==> src/rtl/serial_adder_pkg.sv <==
// rtl/serial_adder_pkg.sv - shared types and sizing helpers for the serial adder controller
package serial_adder_pkg;

    typedef enum logic [1:0] {
        IDLE = 2'd0,
        RUN  = 2'd1,
        DONE = 2'd2
    } state_t;

    // Bit counter only has to reach WIDTH-1, so $clog2(WIDTH) bits suffice; never below 1 bit.
    function automatic int cnt_width(input int width);
        int w;
        w = $clog2(width);
        return (w < 1) ? 1 : w;
    endfunction

endpackage

==> src/rtl/full_adder_hs.sv <==
// rtl/full_adder_hs.sv - 1-bit full adder built from two half adders
module full_adder_hs (
    input  logic a,
    input  logic b,
    input  logic cin,
    output logic s,
    output logic c
);

    logic s0;
    logic c0;
    logic c1;

    half_adder u_ha0 (
        .a (a),
        .b (b),
        .s (s0),
        .c (c0)
    );

    half_adder u_ha1 (
        .a (s0),
        .b (cin),
        .s (s),
        .c (c1)
    );

    // Both half-adder carries can never be high together, so OR gives the majority function.
    assign c = c0 | c1;

endmodule

==> src/rtl/half_adder.sv <==
// rtl/half_adder.sv - 1-bit half adder primitive
module half_adder (
    input  logic a,
    input  logic b,
    output logic s,
    output logic c
);

    assign s = a ^ b;
    assign c = a & b;

endmodule

==> src/rtl/serial_adder_ctrl.sv <==
// rtl/serial_adder_ctrl.sv - bit-serial WIDTH-bit adder sequencing one shared full adder
module serial_adder_ctrl
    import serial_adder_pkg::*;
#(
    parameter int WIDTH = 8
) (
    input  logic             clk,
    input  logic             rst,
    input  logic             start,
    input  logic [WIDTH-1:0] a,
    input  logic [WIDTH-1:0] b,
    output logic             busy,
    output logic             done,
    output logic [WIDTH-1:0] sum,
    output logic             cout
);

    localparam int             CW   = cnt_width(WIDTH);
    localparam logic [CW-1:0]  LAST = CW'(WIDTH - 1);

    state_t           state;
    state_t           state_next;

    logic [WIDTH-1:0] a_sr;
    logic [WIDTH-1:0] b_sr;
    logic [WIDTH-1:0] res_sr;
    logic             carry;
    logic [CW-1:0]    cnt;
    logic [CW-1:0]    cnt_inc;
    logic [CW-1:0]    inc_carry;
    logic             last_bit;

    logic             fa_s;
    logic             fa_c;

    // The single arithmetic stage: every sum bit passes through this instance.
    full_adder_hs u_fa (
        .a   (a_sr[0]),
        .b   (b_sr[0]),
        .cin (carry),
        .s   (fa_s),
        .c   (fa_c)
    );

    assign last_bit = (cnt == LAST);

    // Counter increment as an explicit XOR/AND ripple so no adder is inferred outside the stage.
    always_comb begin
        inc_carry    = '0;
        cnt_inc      = '0;
        inc_carry[0] = 1'b1;
        for (int i = 1; i < CW; i++) begin
            inc_carry[i] = inc_carry[i-1] & cnt[i-1];
        end
        for (int i = 0; i < CW; i++) begin
            cnt_inc[i] = cnt[i] ^ inc_carry[i];
        end
    end

    // State register.
    always_ff @(posedge clk) begin
        if (rst) begin
            state <= IDLE;
        end else begin
            state <= state_next;
        end
    end

    // Next-state decode and status outputs; done and busy are pure functions of state.
    always_comb begin
        state_next = state;
        busy       = 1'b0;
        done       = 1'b0;
        case (state)
            IDLE: begin
                if (start) begin
                    state_next = RUN;
                end
            end
            RUN: begin
                busy = 1'b1;
                if (last_bit) begin
                    state_next = DONE;
                end
            end
            DONE: begin
                busy       = 1'b1;
                done       = 1'b1;
                state_next = IDLE;
            end
            default: begin
                state_next = IDLE;
            end
        endcase
    end

    // Datapath: load operands on accepted start, shift one bit per RUN cycle, publish on the last bit.
    always_ff @(posedge clk) begin
        if (rst) begin
            a_sr   <= '0;
            b_sr   <= '0;
            res_sr <= '0;
            carry  <= 1'b0;
            cnt    <= '0;
            sum    <= '0;
            cout   <= 1'b0;
        end else begin
            case (state)
                IDLE: begin
                    if (start) begin
                        a_sr  <= a;
                        b_sr  <= b;
                        carry <= 1'b0;
                        cnt   <= '0;
                    end
                end
                RUN: begin
                    res_sr <= {fa_s, res_sr[WIDTH-1:1]};
                    a_sr   <= {1'b0, a_sr[WIDTH-1:1]};
                    b_sr   <= {1'b0, b_sr[WIDTH-1:1]};
                    carry  <= fa_c;
                    cnt    <= cnt_inc;
                    if (last_bit) begin
                        sum  <= {fa_s, res_sr[WIDTH-1:1]};
                        cout <= fa_c;
                    end
                end
                default: begin
                end
            endcase
        end
    end

endmodule
==> config.mk <==
export PLATFORM = sky130hd
export DESIGN_NAME = serial_adder_ctrl
export DESIGN_NICKNAME = d
export VERILOG_FILES = /design/src/rtl/serial_adder_pkg.sv /design/src/rtl/full_adder_hs.sv /design/src/rtl/half_adder.sv /design/src/rtl/serial_adder_ctrl.sv
export SDC_FILE = /design/constraint.sdc
export NUM_CORES = 1
export LEC_CHECK = 0
export CAP_MARGIN = 20
export CORE_UTILIZATION = 44
export DETAILED_ROUTE_END_ITERATION = 12
export GPL_TIMING_DRIVEN = 0
export PLACE_DENSITY = 0.78
export SKIP_LAST_GASP = 1
export SLEW_MARGIN = 40
export SYNTH_ARGS = -nofsm -noshare
export SYNTH_HDL_FRONTEND = slang
export SYNTH_HIERARCHICAL = 1
export SYNTH_SLANG_ARGS = --single-unit
export TNS_END_PERCENT = 1
==> constraint.sdc <==
create_clock -name clk -period 2.22 [get_ports clk]
set_clock_uncertainty 0.2 [all_clocks]
set_input_delay 0.666 -clock clk [delete_from_list [all_inputs] [get_ports clk]]
set_output_delay 0.666 -clock clk [all_outputs]
set_load 0.005 [all_outputs]
Yosys cells after proc, flatten, opt, wreduce, memory -nomap -nowiden --
Cells that the tools add are included.
Word-level totals: bits in registers 39, latch bits 0, RAM bits 0, memory bits (read-only) 0, input port bits 19, output and inout bits 11, logic and storage cells 41, memories kept 0
Operators by class: add/sub/neg operators 0, $mul 0, div/mod/pow operators 0, order comparisons 0, equal/unequal tests 5, shift-type cells 0, multiplexer cells 13, bitwise logic cells 9, reduce and logical (&&, ||, !) cells 6
Operator list (number):
- 8-bit one-hot mux with 2 select lines | 2
- 8-bit 2-to-1 mux | 2
- 3-bit one-hot mux with 2 select lines | 1
- 2-bit AND reduction | 3
- 2-bit 2-to-1 mux | 2
- 2-bit inequality test (second input constant) | 2
- 2-bit one-hot mux with 2 select lines | 1
- 1-bit XOR | 4
- 1-bit bitwise AND | 3
- 3-bit == test (second input constant) | 1
- 1-bit 2-to-1 mux | 3
- 3-bit 2-to-1 mux | 1
- 2-bit by 1-bit == test with 1-bit output (second input constant) | 1
- 2-bit == test (second input constant) | 1
- 2-bit zero test | 1
- 1-bit one-hot mux with 2 select lines | 1
- 2-bit nonzero test | 1
- 2-bit OR reduction | 1
- 1-bit inverter | 1
- 1-bit OR | 1

Depth between registers and ports, before layout --
depth in word-level cells 4, gate-level depth with buffers 6, gate-level depth less buffers 5

Cells and area by module --
The synthesis kept the hierarchy.
Modules (own cells, without submodules):
- serial_adder_ctrl | instances 1, cells each 166, area each 1715.4 um^2
- half_adder | instances 2, cells each 1, area each 12.5 um^2
- full_adder_hs | instances 1, cells each 1, area each 6.3 um^2

Worst setup path after synthesis --
Ideal clock, no wire load.
path kind register to register, start point register state[0], end point register a_sr[7], setup time 0.143 ns, data arrival time 1.250 ns, slack 0.627 ns, stages on the path, launching flop included 7, path buffers 1, clock period less this slack 1.593 ns, cell sequence dfxtp_1 > inv_1 > ha_1 > mux2_4 > buf_12 > nand3b_1 > a21oi_1
On the way: word-level cells in the longest chain between the ends 3, elaborated cells on any way between the ends 6, those cells by class eq/ne (2); mux (1); reduce/logical (3)
Ends and longest elaborated chain:
- start, declared | RTL line serial_adder_ctrl.sv:21 | state_t state;
- start signal, assigned | RTL line serial_adder_ctrl.sv:65 | state <= state_next;
- 2-bit by 1-bit == test with 1-bit output or 2-bit zero test (tied branches) | RTL line serial_adder_ctrl.sv:108 | case (state)
- 2-bit nonzero test (no source line) or 2-bit inequality test (tied branches)
- 2-bit AND reduction (no source line)
- end signal, assigned | RTL line serial_adder_ctrl.sv:119 | a_sr <= {1'b0, a_sr[WIDTH-1:1]};
- end, declared | RTL line serial_adder_ctrl.sv:24 | logic [WIDTH-1:0] a_sr;
Several ways; a longest one is shown, not always the timed one. A chain may end at the register's enable or synchronous reset.

Worst setup path after layout --
start point register state[0], end point output busy
On the way: word-level cells in the longest chain between the ends 3, elaborated cells on any way between the ends 4, those cells by class eq/ne (2); mux (1); reduce/logical (1)
Ends and longest elaborated chain:
- 2-bit by 1-bit == test with 1-bit output or 2-bit == test (tied branches) | RTL line serial_adder_ctrl.sv:74 | case (state)
- 2-bit OR reduction (no source line) *
- 1-bit 2-to-1 mux * | RTL line serial_adder_ctrl.sv:74
- end, declared | RTL line serial_adder_ctrl.sv:12 | output logic busy,
Mark *: on every way between the ends. The rest lies on a longest branch, timed or not.

==> summary by stage <==
Status
The flow ran to the end, and the final reports show no timing, DRC or antenna violations.

Layout
Compared with the post-synthesis result, the final layout area differs by 24.5%. Cells fill about three fifths of the core in the end. Registers take 763 µm². The post-route netlist has a little over a fifth of its cells at a drive strength greater than 1.

The antenna cell count is 0. In the final layout, the multi-input gates occupy roughly 870 µm². The summed area of non-filler cells in the final layout is ~0.0022 mm². After the last flow step, the layout net total stands at between 200 and 250.

The number of filler instances in the final layout is 355. The number of non-filler instances in the completed layout is approximately 250.

Power and ir drop
Across the VDD grid, the largest voltage drop is about 0.44 mV. The areal power density over the cells is approximately 680 mW/mm². The leakage power figure is slightly above 0.8 nW. The overall power consumption is ~1.5 mW.

Floorplanning
The floorplan die width is 65.0 µm. In this run the count of I/O pins placed on the die edge is 30. The starting density of the core is ~47%.

The die covers about 0.0042 mm². The number of core rows is 22. In this run the vertical extent of the chip is about 65 µm. The region available for standard cell placement spans 0.00374 mm².

Synth
In this run, synthesis inferred 0 flip-flops with an integrated enable. The post-synthesis net count is 195. The share of flip-flops with an asynchronous set or reset after synthesis is 0%. Averaged over all synthesized cells, the footprint is ~10 µm². The synthesized netlist occupies a cell area of 0.00175 mm². Among all flip-flop cells after synthesis, the most frequent one is dfxtp_1. The number of warnings reported in the yosys synthesis log is 6. The number of instances in the synthesized netlist is 169. The number of different library cells in the post-synthesis netlist is 24. The number of register bits inferred by synthesis is 38. Summing the sequential cell areas from Yosys gives 43.6% of the chip area.

Clock network
Counting along the longest clock path gives a buffer depth of 2. The deepest level of the CTS H-tree is 2. At the later pin of the worst-skew pair, clock insertion delay measures between 0.2 and 0.3 ns.

TritonCTS built the clock tree. The total CTS buffers is 5. Clock tree synthesis selected as its root buffer the cell clkbuf_8.

In this run, post-CTS hold repair placed 0 buffers. The CTS clock-pin slew for the worst setup and hold paths is roughly 0.070 ns. For this design, the sink count on the clock tree is 38.

Routing
For this run, design rule violations remaining after detail routing come to 0. The final layout contains routed wiring with a total length of around 3400 µm. The count of antenna-violating nets left after detailed routing is 0. The average wire per cell in the routed design is about 14 µm. In the routed layout, each cell is associated on average with a via count of 5.16.

The number of violations reported at the end of detailed-routing iteration 0 is between 50 and 60. Across all layers, the routed design uses 1306 vias. The first detailed-routing pass ran for 4 iterations.

GRT
The first global-routing pass estimated just under 6000 µm of wire. The pin count of the biggest net entering global routing is 11. The total overflow left after global routing is 0. The initial antenna violation count came to 0. The number of global-route vias before repair is 1287. Global routing used around 18% of the available tracks.

Placed design
The post-placement setup slack is between 0.08 and 0.09 ns. Routability-driven placement finished with a final weighted congestion of around 0.76. The count of buffers from port buffering is 28. Once placement completed, the tool counted placed cells totaling 245. The placed instance area is approximately 0.0021 mm². The detailed placer's ending HPWL is roughly 2300 µm.

Timing
Setup repair after global routing left no endpoint under its margin. The worst path uses 93.4% of the clock period. The final-report setup violation count is 0. The worst max-slew margin expressed relative to the limit is between 50% and 60%. The setup slack of the critical path after layout is between 0.1 and 0.15 ns. The aggregate negative setup slack is 0 ns.

Final hold analysis gives a worst-case slack of between 0.2 and 0.3 ns. For the pin with the worst max-slew slack, the measured transition is 0.590 ns. The final number of hold-violating endpoints came to 0. The clock period could shrink to roughly 2.1 ns.

The number of pins with negative max-slew slack in the final report came to 0. The maximum clock frequency is roughly 480 MHz.

Setup path
The type of the worst setup path is reg -> out. In this run the worst path has a maximum fanout of 2. Data on the critical path is required at its endpoint by 1.35 ns.

The worst setup path is launched from a register. At the worst endpoint, the arrival time is roughly 1.2 ns. The endpoint type of the worst setup path is an output port.

Hold path
The type of the worst min-delay path is reg -> reg.

Flow run
The max-cap check violation count is 0.
-- where the power goes --
part	leakage, nW	switching (mW)	internal (mW)
registers	0.311	0.0247	0.721
logic	0.468	0.147	0.148
clock network	0.0383	0.217	0.216
total	0.817	0.388	1.09
-- final timing paths --
path / start / endpoint / slack [ns] / cells after the start
max: state[0] / busy / 0.15 / 3
max reg2reg: state[0] / res_sr[3] / 0.47 / 6
min reg2reg: b_sr[7] / b_sr[7] / 0.25 / 2
min: b_sr[7] / b_sr[7] / 0.25 / 2
-- cell families (layout without fill, tap and decap cells) --
logic type	Yosys count	in the layout	share of synthesized area, %
muxes	23	23	13.5
DFF	38	38	43.6
buffers and inverters	15	51	6.45
AOI/OAI and AO/OA	32	32	16.0
adders and majority gates	7	7	5.01
and+or+nand+nor	54	54	15.5
-- layer usage --
layer / track usage (%) / wire [µm]
met4: 8.89 / 58
met3: 5.28 / 146
met5: 0 / 0
met2: 29.8 / 1580
met1: 22.3 / 1640
-- registers in the layout (all words and copies together), names as in the netlist --
signal / count
a_sr: 8
b_sr: 8
carry: 1
cnt: 3
cout: 1
res_sr: 7
state: 2
sum: 8
-- cell usage after synthesis, types with 2 or more instances --
library cell | instances | area [µm²]
clkbuf_1 | 3 | 11.3
a211oi_2 | 14 | 175
nand2b_1 | 2 | 12.5
buf_4 | 4 | 30.0
buf_12 | 2 | 40.0
inv_1 | 3 | 11.3
nand2_1 | 13 | 48.8
nor2_2 | 14 | 87.6
nand3_1 | 9 | 45.0
dfxtp_1 | 38 | 761
a21oi_1 | 14 | 70.1
nand3b_1 | 3 | 22.5
mux2i_1 | 22 | 220
ha_1 | 7 | 87.6
nor2_1 | 10 | 37.5
a32oi_1 | 3 | 26.3
-- timing repair --
item / in CTS / in global routing
resized for setup: 3 / 1
buffers inserted: 1 / 0
setup endpoints to repair: 2 / 1
hold endpoints to repair: 0 / 0
-- final cells by class --
cell class,count,area share (%)
timing repair buffer,29,13.3
sequential,38,35.1
clock buffer,7,3.51
tap,48,2.76
inverter,3,0.518
buffer,12,4.66
multi-input combinational,116,40.2
-- cells in the final DEF (no fill, tap or decap), types with 2 or more instances in the layout --
cell type / netlist / layout
a211oi_2: 14 / 14
a21oi_1: 14 / 14
clkbuf_8: 0 / 5
nand2b_1: 2 / 2
inv_1: 3 / 3
buf_4: 4 / 5
mux2i_1: 22 / 22
ha_1: 7 / 7
clkdlybuf4s50_1: 0 / 26
dfxtp_1: 38 / 36
dfxtp_2: 0 / 2
nor2_1: 10 / 10
nor2_2: 14 / 14
nand2_1: 13 / 13
buf_12: 2 / 2
nand3_1: 9 / 9
nand3b_1: 3 / 3
clkbuf_1: 3 / 5
a32oi_1: 3 / 3
-- critical path: stages (launching register included) --
cell           delay [ns]
dfxtp_2              0.33
inv_1                0.05
ha_1                 0.28
dlygate4sd2_1        0.26
Power figures use the tool's default switching activity.
